$ cat config.mk
export PLATFORM = sky130hd
export DESIGN_NAME = imm_pack
export DESIGN_NICKNAME = d
export VERILOG_FILES = /design/src/rtl/riscv_pkg.sv /design/src/rtl/imm_pack_enc.sv /design/src/rtl/imm_pack.sv
export SDC_FILE = /design/constraint.sdc
export NUM_CORES = 1
export LEC_CHECK = 0
export ABC_AREA = 1
export CORE_UTILIZATION = 50
export DETAILED_ROUTE_END_ITERATION = 8
export DONT_BUFFER_PORTS = 1
export PLACE_DENSITY = 0.68
export SLEW_MARGIN = 15
export SYNTH_ARGS = -nofsm -noshare
export SYNTH_HDL_FRONTEND = slang
export SYNTH_HIERARCHICAL = 1
export SYNTH_SLANG_ARGS = --single-unit
$ cat constraint.sdc
create_clock -name clk -period 1.2 [get_ports clk]
set_input_delay 0.12 -clock clk [delete_from_list [all_inputs] [get_ports clk]]
set_output_delay 0.12 -clock clk [all_outputs]
set_load 0.05 [all_outputs]
$ cat src/rtl/riscv_pkg.sv
// Shared RISC-V immediate-format codes and the output-stage state type,
// used by both the encode (pack) side and the decode-side immediate logic.
package riscv_pkg;

  localparam logic [2:0] IMM_I = 3'b000;
  localparam logic [2:0] IMM_S = 3'b001;
  localparam logic [2:0] IMM_B = 3'b010;
  localparam logic [2:0] IMM_J = 3'b011;
  localparam logic [2:0] IMM_U = 3'b100;
  localparam logic [2:0] IMM_R = 3'b111;

  typedef enum logic {
    ST_EMPTY = 1'b0,
    ST_FULL  = 1'b1
  } pack_state_e;

endpackage

$ cat src/rtl/imm_pack_enc.sv
// Combinational immediate packer: scatters imm into the instruction fields of
// the selected format and flags values that the format cannot represent.
module imm_pack_enc
  import riscv_pkg::*;
(
  input  logic [31:0] imm,
  input  logic [2:0]  imm_src,
  input  logic [31:0] template,
  output logic [31:0] instr,
  output logic        err
);

  // A field is representable when every bit above it repeats the sign bit.
  logic is_ok;
  logic b_ok;
  logic j_ok;

  assign is_ok = (&imm[31:11]) | ~(|imm[31:11]);
  assign b_ok  = ((&imm[31:12]) | ~(|imm[31:12])) & ~imm[0];
  assign j_ok  = ((&imm[31:20]) | ~(|imm[31:20])) & ~imm[0];

  always_comb begin
    instr = template;
    err   = 1'b0;
    case (imm_src)
      IMM_I: begin
        instr[31:20] = imm[11:0];
        err          = ~is_ok;
      end
      IMM_S: begin
        instr[31:25] = imm[11:5];
        instr[11:7]  = imm[4:0];
        err          = ~is_ok;
      end
      IMM_B: begin
        instr[31]    = imm[12];
        instr[30:25] = imm[10:5];
        instr[11:8]  = imm[4:1];
        instr[7]     = imm[11];
        err          = ~b_ok;
      end
      IMM_J: begin
        instr[31]    = imm[20];
        instr[30:21] = imm[10:1];
        instr[20]    = imm[11];
        instr[19:12] = imm[19:12];
        err          = ~j_ok;
      end
      IMM_U: begin
        instr[31:12] = imm[31:12];
        err          = |imm[11:0];
      end
      IMM_R: err = 1'b0;
      // Unassigned codes leave the template untouched but are flagged.
      default: err = 1'b1;
    endcase
  end

endmodule

$ cat src/rtl/imm_pack.sv
// Registered immediate packer: one-entry output buffer with valid/ready on
// both sides, full-throughput when draining and loading in the same cycle.
module imm_pack
  import riscv_pkg::*;
#(
  parameter int CNT_W = 8
) (
  input  logic             clk,
  input  logic             rst,
  input  logic             in_valid,
  output logic             in_ready,
  input  logic [31:0]      in_imm,
  input  logic [2:0]       in_imm_src,
  input  logic [31:0]      in_template,
  output logic             out_valid,
  input  logic             out_ready,
  output logic [31:0]      out_instr,
  output logic             out_err,
  output logic [CNT_W-1:0] err_count,
  input  logic             err_clear
);

  pack_state_e      state_reg;
  logic [31:0]      instr_reg;
  logic             err_reg;
  logic [CNT_W-1:0] err_count_reg;

  logic [31:0] enc_instr;
  logic        enc_err;
  logic        xfer;
  logic        err_xfer;

  imm_pack_enc u_enc (
    .imm      (in_imm),
    .imm_src  (in_imm_src),
    .template (in_template),
    .instr    (enc_instr),
    .err      (enc_err)
  );

  assign in_ready  = (state_reg == ST_EMPTY) || out_ready;
  assign xfer      = in_valid && in_ready;
  assign err_xfer  = xfer && enc_err;
  assign out_valid = (state_reg == ST_FULL);
  assign out_instr = instr_reg;
  assign out_err   = err_reg;
  assign err_count = err_count_reg;

  always_ff @(posedge clk or posedge rst) begin
    if (rst) begin
      state_reg <= ST_EMPTY;
      instr_reg <= 32'h0;
      err_reg   <= 1'b0;
    end else if (xfer) begin
      state_reg <= ST_FULL;
      instr_reg <= enc_instr;
      err_reg   <= enc_err;
    end else if (out_ready) begin
      state_reg <= ST_EMPTY;
    end
  end

  // Clear wins over counting, but an erroneous transfer in the same cycle
  // is still recorded.
  always_ff @(posedge clk or posedge rst) begin
    if (rst) begin
      err_count_reg <= '0;
    end else if (err_clear) begin
      err_count_reg <= err_xfer ? CNT_W'(1) : '0;
    end else if (err_xfer && (err_count_reg != {CNT_W{1'b1}})) begin
      err_count_reg <= err_count_reg + CNT_W'(1);
    end
  end

endmodule
# Word-level counts from Yosys, hierarchy flattened
# Index checks and enable logic that the tools add are counted.
dict set report totals {
  regBits 42
  in_bits 72
  output_inout_bits 43
}
dict set report classes {
  addsub 1
  eq_ne 6
  n_mux 10
  bitwise_logic 13
  n_reduce_logical 16
}
# op n
set op_table {}
lappend op_table {{case mux 7 bit (4 select lines)} 1}
lappend op_table {{two-way mux 8 bit} 3}
lappend op_table {{OR reduction 12 bit} 2}
lappend op_table {{AND reduction 21 bit} 1}
lappend op_table {{OR reduction 21 bit} 1}
lappend op_table {{AND reduction 20 bit} 1}
lappend op_table {{OR reduction 20 bit} 1}
lappend op_table {{case mux 5 bit (3 select lines)} 1}
lappend op_table {{AND reduction 12 bit} 1}
lappend op_table {{case mux 5 bit (2 select lines)} 1}
lappend op_table {{adder 8 x 1 -> 8 bit, second input constant} 1}
lappend op_table {{inequality test 8 bit, second input constant} 1}
lappend op_table {{inverter 1 bit} 8}
lappend op_table {{== test 3 x 2 -> 1 bit, second input constant} 2}
lappend op_table {{== test 3 bit, second input constant} 2}
lappend op_table {{case mux 1 bit (5 select lines)} 1}
lappend op_table {{nonzero test 2 bit} 2}
lappend op_table {{OR reduction 2 bit} 2}
lappend op_table {{== test 3 x 1 -> 1 bit, second input constant} 1}
lappend op_table {{logical AND 1 bit} 3}
lappend op_table {{logical NOT 3 bit} 1}
lappend op_table {{two-way mux 1 bit} 3}
lappend op_table {{bitwise OR 1 bit} 3}
lappend op_table {{AND 1 bit} 2}
lappend op_table {{logical OR 1 bit} 1}

# Logic depth before layout (Yosys ltp)
# Gate-level depths: netlist (run 1).
dict set report depth {
  ltp_word 10
  ltp_mapped 15
  ltp_nobuf 15
}

# Modules after synthesis
# Netlist (run 1), hierarchy kept.
# mod n_inst cells_each area_each_um2 seq_area_each_um2
set modules_own_cells {}
lappend modules_own_cells {imm_pack 1 219 1856.8 1051.0}
lappend modules_own_cells {imm_pack_enc 1 166 835.8 0.0}

# Least setup slack after synthesis (run 1)
# OpenSTA, ideal clock, no wires.
dict set report synth_timing {
  path_type {reg-to-reg}
  startpoint {register err_count_reg[1], in the netlist err_count[1]}
  endpoint {register err_count_reg[6], in the netlist err_count[6]}
  t_arrival_ns 1.500
  t_required_ns 1.081
  setup_slack_ns -0.419
  stages_incl_launch_ff 9
  n_path_buf 0
  synth_period_minus_slack_ns 1.619
  cell_sequence {dfrtp_1 > ha_1 > nand2_2 > nor2_4 > nand2_4 > nand2_8 > nand2_4 > nand2_1 > nand2_1}
}
dict set report synth_via {
  elab_chain_len 3
}
# item line_no
set synth_lines {}
lappend synth_lines {{start, declared} imm_pack.sv:26} ;# logic [CNT_W-1:0] err_count_reg;
lappend synth_lines {{start signal, assigned} imm_pack.sv:69} ;# err_count_reg <= err_xfer ? CNT_W'(1) : '0;
lappend synth_lines {{start signal, assigned} imm_pack.sv:71} ;# err_count_reg <= err_count_reg + CNT_W'(1);
lappend synth_lines {{adder 8 x 1 -> 8 bit or inequality test 8 bit (tied branches)} {imm_pack.sv:71, imm_pack.sv:70}}
lappend synth_lines {{two-way mux 8 bit or logical AND 1 bit (tied branches)} imm_pack.sv:70} ;# end else if (err_xfer && (err_count_reg != {CNT_W{1'b1}})) begin
lappend synth_lines {{two-way mux 8 bit or nonzero test 2 bit (tied branches)} n/a}
# Several ways; a longest one is shown, not always the timed one. The select of a mux whose other input is x is not followed.
# A chain may end at the register's enable or synchronous reset.

# Worst setup path after layout (run 1)
dict set report layout_timing {
  startpoint {register err_count_reg[1], in the netlist err_count[1]}
  endpoint {register err_count_reg[7], in the netlist err_count[7]}
}
# The elaborated chain is that of the path after synthesis.

==> impl_metrics.json, run 1 <==
{
  "insertion_delay_ps": 300,
  "routabilityCongestion": 0.906,
  "yosys.area_share.simple_pct": 43.5,
  "start_util_pct": 52.4,
  "tritoncts": "done",
  "worstMarginPinSlew_ps": 476,
  "port_buffers": 0,
  "grt_max_degree": 43,
  "final_core_util_pct": 67.1,
  "num_rows": 26,
  "synth_area_leader_cell": "dfrtp_1",
  "r2r_slack_ps": -50,
  "p_leak_nw": 1.78,
  "num_antenna_cells": 0,
  "slowest_delay_ps": 450,
  "worstHoldStart": "in_template[24]",
  "syn_area_um2": 2690,
  "yosysMostFrequentCell": "nand2_1",
  "hp-class": "in2reg",
  "nets": 525,
  "fin_skew_ps": 10.9,
  "synth_top_family_by_area": "simple AND/OR/NAND/NOR gates",
  "grt_pass1_vias": 2443,
  "largest_reg_flops": 32,
  "worstPathArrival_ps": 1440,
  "crit_path_end_kind": "flop",
  "fmaxAchievable_mhz": 801,
  "crit_chain": "ha_4 -> nand2_4 -> nor2_4 -> nand2_4 -> nand3_1 -> nor2_1 -> nor2_1",
  "critPathLaunchType": "flop",
  "yosysWarnings": 6,
  "maxSlewHeadroom_pct": 68.3,
  "wl_per_cell_um": 14.0,
  "synthCells": 385,
  "synth_compound_area_share_pct": 4.60,
  "antenna_found_initial": 0,
  "synthXorXnorAreaFrac_pct": 0.325,
  "status": "finished with violations",
  "ys_top_cells_by_area": "dfrtp_1 (39%), nand2_1 (24%), nor2_1 (6.0%), nand3_1 (5.6%), inv_1 (3.1%)",
  "synth_seq_area_share_pct": 39.0,
  "ys_async_sr_fraction_pct": 100,
  "synth.distinct_cells": 28,
  "synth_top_cell_area_share_pct": 39.0,
  "htreeDepth": 2,
  "die_area_um2": 5680,
  "core-area_um2": 5140,
  "wirelength_mm": 7.32,
  "violations": "setup timing",
  "ys_seq_elements": 42,
  "dr_total_vias": 2727,
  "finalSetupViolCount": 8,
  "required_ps": 1390,
  "first_iter_violations": 167,
  "clk_pin_slew_worst_paths_ps": 90,
  "path_class": "reg2reg",
  "cts_buffer_depth": 2,
  "ant_nets": 0,
  "hold_depth": 4,
  "period_share_pct": 104,
  "clock_sinks": 42,
  "crit-reg2reg-capture": "err_count[7]$_DFFE_PP0P_",
  "pin_count": 115,
  "drt_first_pass_iters": 4,
  "synth_nets": 458,
  "vias_per_cell": 5.21,
  "finalMaxSlewViolations": 0,
  "cap_violations": 0,
  "final_hold_viol_count": 0,
  "rsz0062_at_grt": "true",
  "synthAdderAreaFrac_pct": 0.465,
  "reg2reg_depth": 7,
  "synthFlopType": "dfrtp_1",
  "hold_path_end": "out_instr[24]$_DFFE_PP0P_",
  "setup_ws_ps": -48.8,
  "die_h_um": 75.4,
  "synthMuxAreaShare_pct": 4.60,
  "yosys-top-cells-count": "nand2_1 (171), nor2_1 (43), dfrtp_1 (42)",
  "total_power_mw": 4.42,
  "grt_overflow": 0,
  "syn2layout_area_growth_pct": 28.1,
  "crit_path_top_delay_cell": "dfrtp_2",
  "ir_drop_mv": 1.00,
  "track_usage_pct": 26.4,
  "r2r-start": "err_count[1]$_DFFE_PP0P_",
  "synth.avg_cell_area_um2": 6.99,
  "drc": 0,
  "numCtsBuffers": 5,
  "synth-edff-count": 0,
  "fin_crit_ps": 1250,
  "die_w_um": 75.4,
  "postCtsSetupRepairBufs": 0,
  "cts_root_buffer": "clkbuf_8",
  "drive_gt1_share_pct": 26.0,
  "crit_fanout": 6,
  "grt_pass1_wl_mm": 11.2,
  "dp_hpwl_mm": 5.63,
  "p_per_area_nw_per_um2": 1280
}
==> what timing repair did <==
| action | CTS | global route |
|---|---|---|
| gates resized for setup | 1 | 5 |
| pin swaps | 4 | 3 |
| hold endpoints to repair | 52 | 3 |
| hold buffers | 8 | 1 |
| endpoints found under the setup margin | 8 | 8 |
==> final cells by class <==
cell class              count  area [um2]
clock buffers               7        86.3
flip-flops and latches     42        1060
repair buffers             75         598
well taps                  70        87.6
multi-input cells         300        1500
inverters                  28         110
clock inverters             1        8.76
fillers                   454        1690
==> per-stage QoR <==
step                      instance area, um2  TNS [ps]  hold WS (ps)  setup slack [ps]  cells
final                                   3450      -278          30.4             -48.8    523
after global routing                    3450      -724          45.4              -116    523
after CTS                               3430      -385          -118             -64.3    522
after detailed placement                3250     -2160          64.7              -302    506
after global placement                  3250     -1760          60.7              -243    506
after floorplan                         2780     -2290           207              -164    385
==> power breakdown <==
part	internal [mW]	total, mW	switching [mW]
Clock	0.476	0.986	0.510
Sequential	1.61	1.75	0.142
Combinational	0.535	1.69	1.15
Total	2.62	4.42	1.81
==> kinds of logic after synthesis <==
group                    after synthesis
XOR/XNOR                               1
multiplexers                          11
adder cells (fa/ha/maj)                1
AO/OA/AOI/OAI                         19
flip-flops                            42
AND/OR/NAND/NOR                      268
buffers and inverters                 43
==> cells in the final DEF (no fill, tap or decap), drive strengths merged, types with 2 or more instances in the layout <==
| cell | n |
|---|---|
| dlygate4sd3 | 9 |
| mux2 | 11 |
| nor2 | 49 |
| o21ai | 5 |
| o221ai | 5 |
| clkbuf | 7 |
| a21oi | 5 |
| nand2 | 181 |
| inv | 28 |
| nand3 | 33 |
| buf | 66 |
| o21bai | 2 |
| dfrtp | 42 |
| nand4 | 4 |
==> worst max-delay path by stage <==
| stage | from | to | slack [ps] | cells after the start |
|---|---|---|---|---|
| 6_report | err_count[1]$_DFFE_PP0P_ | err_count[7]$_DFFE_PP0P_ | -50 | 7 |
| 4_1_cts | err_count[0]$_DFFE_PP0P_ | err_count[0]$_DFFE_PP0P_ | -60 | 7 |
| 3_3_place_gp | in_imm[27] | err_count[6]$_DFFE_PP0P_ | -240 | 14 |
| 2_1_floorplan | err_count[1]$_DFFE_PP0P_ | err_count[2]$_DFFE_PP0P_ | -160 | 8 |
| 5_1_grt | in_imm[23] | err_count[6]$_DFFE_PP0P_ | -120 | 14 |
| 3_5_place_dp | in_imm[27] | err_count[6]$_DFFE_PP0P_ | -300 | 14 |
==> worst max-delay path, delay by kind of cell, from the launching register on <==
family / cells / cell delay (ps)
flops: 1 / 450
simple gates: 6 / 510
fa+ha+maj: 1 / 190
==> per-layer routing <==
metal | up-vias | track usage [%] | wire (um)
met1 | 1259 | 33.2 | 3160
met5 | - | 0 | 0
met4 | 0 | 9.67 | 159
li1 | 1341 | - | -
met2 | 111 | 44.4 | 3460
met3 | 16 | 6.08 | 532
Power figures use the tool's default switching activity.
==> run 2, diff against run 1 <==
--- a/config.mk
+++ b/config.mk
@@ -6,10 +6,12 @@
 export NUM_CORES = 1
 export LEC_CHECK = 0
 export ABC_AREA = 1
-export CORE_UTILIZATION = 50
+export CELL_PAD_IN_SITES_DETAIL_PLACEMENT = 0
+export CELL_PAD_IN_SITES_GLOBAL_PLACEMENT = 1
+export CORE_UTILIZATION = 39
 export DETAILED_ROUTE_END_ITERATION = 8
 export DONT_BUFFER_PORTS = 1
-export PLACE_DENSITY = 0.68
+export PLACE_DENSITY_LB_ADDON = 0.1
 export SLEW_MARGIN = 15
 export SYNTH_ARGS = -nofsm -noshare
 export SYNTH_HDL_FRONTEND = slang
==> impl_metrics.json, run 2 (synthesis results as in run 1) <==
{
  "status": "finished with violations",
  "violations": "hold timing",
  "antenna_found_initial": 0,
  "grt_overflow": 0,
  "pin_count": 115,
  "maxSlewHeadroom_pct": 67.8,
  "worstMarginPinSlew_ps": 483,
  "vias_per_cell": 4.99,
  "layout_commonest_cell": "nand2_1",
  "drc": 0,
  "ant_nets": 0,
  "fmaxAchievable_mhz": 835,
  "layoutNonFillerInstCount": 527,
  "track_usage_pct": 22.4,
  "first_iter_violations": 84,
  "fillers": 660,
  "cap_violations": 0,
  "tritoncts": "done",
  "die_w_um": 85.1,
  "start_util_pct": 41.5,
  "layout_common_cells": "nand2_1 (171), buf_4 (60), nor2_1 (35)",
  "worstPathArrival_ps": 1390,
  "postCtsHoldBufs": 8,
  "dpl.cell_count": 510,
  "num_rows": 29,
  "die_h_um": 85.1,
  "period_share_pct": 99.8,
  "clk_pin_slew_worst_paths_ps": 80,
  "num_antenna_cells": 0,
  "wl_per_cell_um": 14.7,
  "core-area_um2": 6490,
  "routabilityCongestion": 0.838,
  "crit_fanout": 6,
  "fin_crit_ps": 1200,
  "hp-class": "in2reg",
  "rsz0062_at_grt": "true",
  "final_hold_viol_count": 3,
  "clock_sinks": 42,
  "nets": 522,
  "grt_max_degree": 43,
  "tns_ps": 0,
  "grt_pass1_vias": 2580,
  "insertion_delay_ps": 300,
  "htreeDepth": 2,
  "path_class": "reg2reg",
  "required_ps": 1390,
  "wirelength_mm": 7.74,
  "p_per_area_nw_per_um2": 1330,
  "grt_pass1_wl_mm": 12.7,
  "drive_gt1_share_pct": 27.1,
  "syn2layout_area_growth_pct": 29.4,
  "whs_ps": -92.5,
  "total_power_mw": 4.64,
  "critPathLaunchType": "flop",
  "fin_skew_ps": 3.15,
  "ir_drop_mv": 0.979,
  "pre_cts_slack_ps": -283,
  "p_leak_nw": 1.78,
  "drt_first_pass_iters": 4,
  "setup_ws_ps": 1.82,
  "dr_total_vias": 2629,
  "numCtsBuffers": 5,
  "dp_hpwl_mm": 5.70,
  "die_area_um2": 7240,
  "largest_reg_flops": 32,
  "finalMaxSlewViolations": 0,
  "final_core_util_pct": 53.6,
  "cts_buffer_depth": 2,
  "finalSetupViolCount": 0,
  "port_buffers": 0,
  "cts_root_buffer": "clkbuf_8",
  "crit_path_end_kind": "flop"
}
-- run 2: cell count changes in the layout (fill, tap and decap cells not counted), sizes merged --
cell         delta
buf             -2
dlygate4sd3     -1
clkinv          -1
bufinv          +1
-- run 2: what timing repair did --
| item | in CTS | in global routing |
|---|---|---|
| pin swaps | 4 | 6 |
| hold endpoints to repair | 52 | 3 |
| setup buffers | 1 | 0 |
| setup endpoints to repair | 6 | 33 |
| resized for setup | 0 | 14 |
-- run 2: worst max-delay path, cell delays in order (launching register included) --
cell and delay, ps:
dfrtp_2 430, ha_4 180, nand2_4 80, nor2_4 40
nand2_4 110, nand3_1 90, nor2_1 110, nor2_1 50
-- run 2: worst paths after layout --
check / start / slack [ps] / cells after the start / to
min in group asynchronous: rst / 290 / 3 / err_count[1]$_DFFE_PP0P_
min: err_clear / -90 / 1 / err_count[1]$_DFFE_PP0P_
max: err_count[1]$_DFFE_PP0P_ / 2 / 7 / err_count[7]$_DFFE_PP0P_
max in group asynchronous: rst / 670 / 3 / err_count[2]$_DFFE_PP0P_
min reg2reg: out_instr[30]$_DFFE_PP0P_ / 480 / 2 / out_instr[30]$_DFFE_PP0P_
max reg2reg: err_count[1]$_DFFE_PP0P_ / 2 / 7 / err_count[7]$_DFFE_PP0P_
-- run 2: layer usage --
layer / vias to the layer above / routed length (um) / global-route usage [%]
met2: 99 / 3390 / 36.3
li1: 1339 / - / -
met4: 0 / 104 / 6.32
met5: - / 0 / 0
met3: 9 / 555 / 5.16
met1: 1182 / 3690 / 30.0
-- run 2: layout make-up --
| class | count | area [um2] | share of cell area (%) |
|---|---|---|---|
| inverters | 28 | 110 | 3.16 |
| well taps | 77 | 96.3 | 2.77 |
| repair buffers | 72 | 584 | 16.8 |
| multi-input cells | 300 | 1520 | 43.5 |
| clock buffers | 7 | 86.3 | 2.48 |
| clock inverters | 1 | 30.0 | 0.862 |
| flip-flops and latches | 42 | 1060 | 30.5 |
-- run 2: stage by stage --
| step | cell area (um2) | hold slack, ps |
|---|---|---|
| final | 3480 | -92.5 |
| after global routing | 3480 | -95.9 |
| after CTS | 3440 | -100 |
| after detailed placement | 3240 | 60.7 |
| after global placement | 3240 | 56.9 |
| after floorplan | 2780 | 207 |
-- run 2: power breakdown --
group	switching, mW	total, mW	internal [mW]
clock	0.528	1.21	0.680
combinational	1.14	1.66	0.528
sequential	0.164	1.77	1.61
==> run 3, diff against run 2 <==
--- a/config.mk
+++ b/config.mk
@@ -5,10 +5,9 @@
 export SDC_FILE = /design/constraint.sdc
 export NUM_CORES = 1
 export LEC_CHECK = 0
-export ABC_AREA = 1
 export CELL_PAD_IN_SITES_DETAIL_PLACEMENT = 0
 export CELL_PAD_IN_SITES_GLOBAL_PLACEMENT = 1
-export CORE_UTILIZATION = 39
+export CORE_UTILIZATION = 42
 export DETAILED_ROUTE_END_ITERATION = 8
 export DONT_BUFFER_PORTS = 1
 export PLACE_DENSITY_LB_ADDON = 0.1
==> impl_metrics.json, run 3 <==
{
  "insertion_delay_ps": 300,
  "met1_usage_pct": 28.1,
  "grt_use_met3_pct": 6.02,
  "yosys-top-cells-count": "mux2_2 (47), dfrtp_1 (42), nor2_1 (25)",
  "syn2layout_area_growth_pct": 47.5,
  "die_w_um": 80.5,
  "required_ps": 1400,
  "clock_sinks": 42,
  "wl_per_cell_um": 17.8,
  "vias_per_cell": 5.61,
  "setup_ws_ps": -280,
  "dr_total_vias": 2265,
  "synthFlopType": "dfrtp_1",
  "antenna_found_initial": 0,
  "pin_count": 115,
  "period_share_pct": 123,
  "ant_nets": 0,
  "syn_area_um2": 2590,
  "layout_commonest_cell": "buf_4",
  "num_rows": 28,
  "worstPathArrival_ps": 1680,
  "maxSlewHeadroom_pct": 66.1,
  "crit_fanout": 4,
  "track_usage_pct": 22.9,
  "ys_seq_elements": 42,
  "drc": 0,
  "synth.avg_cell_area_um2": 10.2,
  "grt_max_degree": 43,
  "final_hold_viol_count": 0,
  "first_iter_violations": 94,
  "grt_overflow": 0,
  "fmaxAchievable_mhz": 676,
  "crit_family": "compound AO/OA/AOI/OAI gates",
  "synthCells": 253,
  "finalMaxSlewViolations": 0,
  "drive_gt1_share_pct": 51.4,
  "synth_top_cell_area_share_pct": 40.6,
  "crit_path_top_delay_cell": "mux2_4",
  "p_per_area_nw_per_um2": 1240,
  "layout_common_cells": "buf_4 (56), mux2_4 (42), dfrtp_1 (34)",
  "grt_pass1_vias": 2247,
  "synth.distinct_cells": 46,
  "path_class": "in2reg",
  "numCtsBuffers": 5,
  "cap_violations": 0,
  "crit_path_end_kind": "flop",
  "grt-busiest-layer": "met2",
  "status": "finished with violations",
  "routabilityCongestion": 0.868,
  "ir_drop_mv": 0.803,
  "post-route-cell-area_um2": 3820,
  "place_area_um2": 3390,
  "tritoncts": "done",
  "crit_chain": "nand4_1 -> nor2_2 -> a311oi_1 -> o21ai_1 -> o211ai_1 -> buf_4 -> nand3_4 -> a2111oi_4 -> mux2_4",
  "die_area_um2": 6480,
  "violations": "setup timing",
  "yosysWarnings": 6,
  "fillers": 481,
  "ys_async_sr_fraction_pct": 100,
  "cts_root_buffer": "clkbuf_8",
  "nets": 401,
  "gr-usage-met2_pct": 38.1,
  "cts_buffer_depth": 2,
  "fin_skew_ps": 12.0,
  "synth_nets": 326,
  "final_core_util_pct": 64.5,
  "finalSetupViolCount": 43,
  "core-area_um2": 5920,
  "ys_top_cells_by_area": "dfrtp_1 (41%), mux2_2 (20%), a21oi_1 (3.9%), nor2_1 (3.6%), mux2i_1 (2.7%)",
  "yosysMostFrequentCell": "mux2_2",
  "wirelength_mm": 7.21,
  "start_util_pct": 43.7,
  "rsz0062_at_grt": "true",
  "die_h_um": 80.5,
  "port_buffers": 0,
  "num_antenna_cells": 0,
  "synth_seq_area_share_pct": 40.6,
  "p_leak_nw": 1.68,
  "critPathLaunchType": "input port",
  "worst-path-buf-inv": 1,
  "clk_pin_slew_worst_paths_ps": 100,
  "hp-class": "in2reg",
  "htreeDepth": 2,
  "fin_crit_ps": 1480,
  "grt_pass1_wl_mm": 11.1,
  "drt_first_pass_iters": 4,
  "worstMarginPinSlew_ps": 508,
  "slowest_delay_ps": 330,
  "largest_reg_flops": 32,
  "synth-edff-count": 0,
  "synth_area_leader_cell": "dfrtp_1",
  "dp_hpwl_mm": 5.27
}
-- run 3: through the flow --
step	total power [mW]	setup TNS (ps)	std cells	setup WS (ps)	hold slack [ps]
after floorplan	3.20	-11080	253	-496	228
after detailed placement	3.69	-7530	384	-726	58.7
after CTS	4.75	-3720	403	-255	17.7
after global placement	3.67	-7160	384	-691	56.7
final	4.72	-3670	404	-280	28.3
after global routing	4.93	-5400	404	-340	42.3
-- run 3: repair_timing --
action,in CTS,in global routing
endpoints found under the setup margin,44,45
pin swaps,15,9
resized for setup,32,12
hold buffers,10,0
endpoints found under the hold margin,55,0
cloned,1,0
setup buffers,1,1
-- run 3: area by class of cell --
class                   count  area [um2]  share of cell area, %
repair buffers             88         853                   22.4
multi-input cells         187        1700                   44.6
flip-flops and latches     42        1060                   27.8
well taps                  75        93.8                   2.46
clock buffers               5        68.8                   1.80
clock inverters             3        23.8                  0.623
inverters                   4        15.0                  0.393
-- run 3: cells by family after synthesis --
| kind of cell | synth area share (%) |
|---|---|
| AO/OA/AOI/OAI | 13.0 |
| flip-flops | 40.6 |
| AND/OR/NAND/NOR | 16.6 |
| adder cells (fa/ha/maj) | 0.483 |
| XOR/XNOR | 0.339 |
| buffers and inverters | 5.75 |
| multiplexers | 23.2 |
-- run 3: report_power, final --
group / switching, mW / leakage, nW / internal, mW
Sequential: 0.149 / 0.492 / 1.62
Clock: 0.548 / 0.0408 / 0.417
Combinational: 1.13 / 1.15 / 0.848
-- run 3: final timing paths --
kind                       cells after the start                       from  slack (ps)                   endpoint
setup / recovery                               9                 in_imm[13]        -280   err_count[4]$_DFFE_PP0P_
hold / removal                                 3                  err_clear          30   err_count[0]$_DFFE_PP0P_
setup reg to reg                               5   err_count[0]$_DFFE_PP0P_        -260   err_count[6]$_DFFE_PP0P_
hold reg to reg                                1  out_instr[28]$_DFFE_PP0P_         520  out_instr[28]$_DFFE_PP0P_
max in group asynchronous                      3                        rst         680   err_count[3]$_DFFE_PP0P_
min in group asynchronous                      3                        rst         300   out_instr[2]$_DFFE_PP0P_
-- run 3: worst reg2reg max path: cells and delay by family, from the launching register on --
kind            cells  cell delay, ps
fa+ha+maj           1             150
simple gates        2             560
compound gates      1             130
buf+inv             1             140
flops               1             410
-- run 3: routing by layer --
| metal | vias up | part of all wire (%) |
|---|---|---|
| met4 | 0 | 1.8 |
| met5 | - | 0 |
| met2 | 71 | 50 |
| met3 | 11 | 5.7 |
| li1 | 1080 | - |
| met1 | 1103 | 42 |
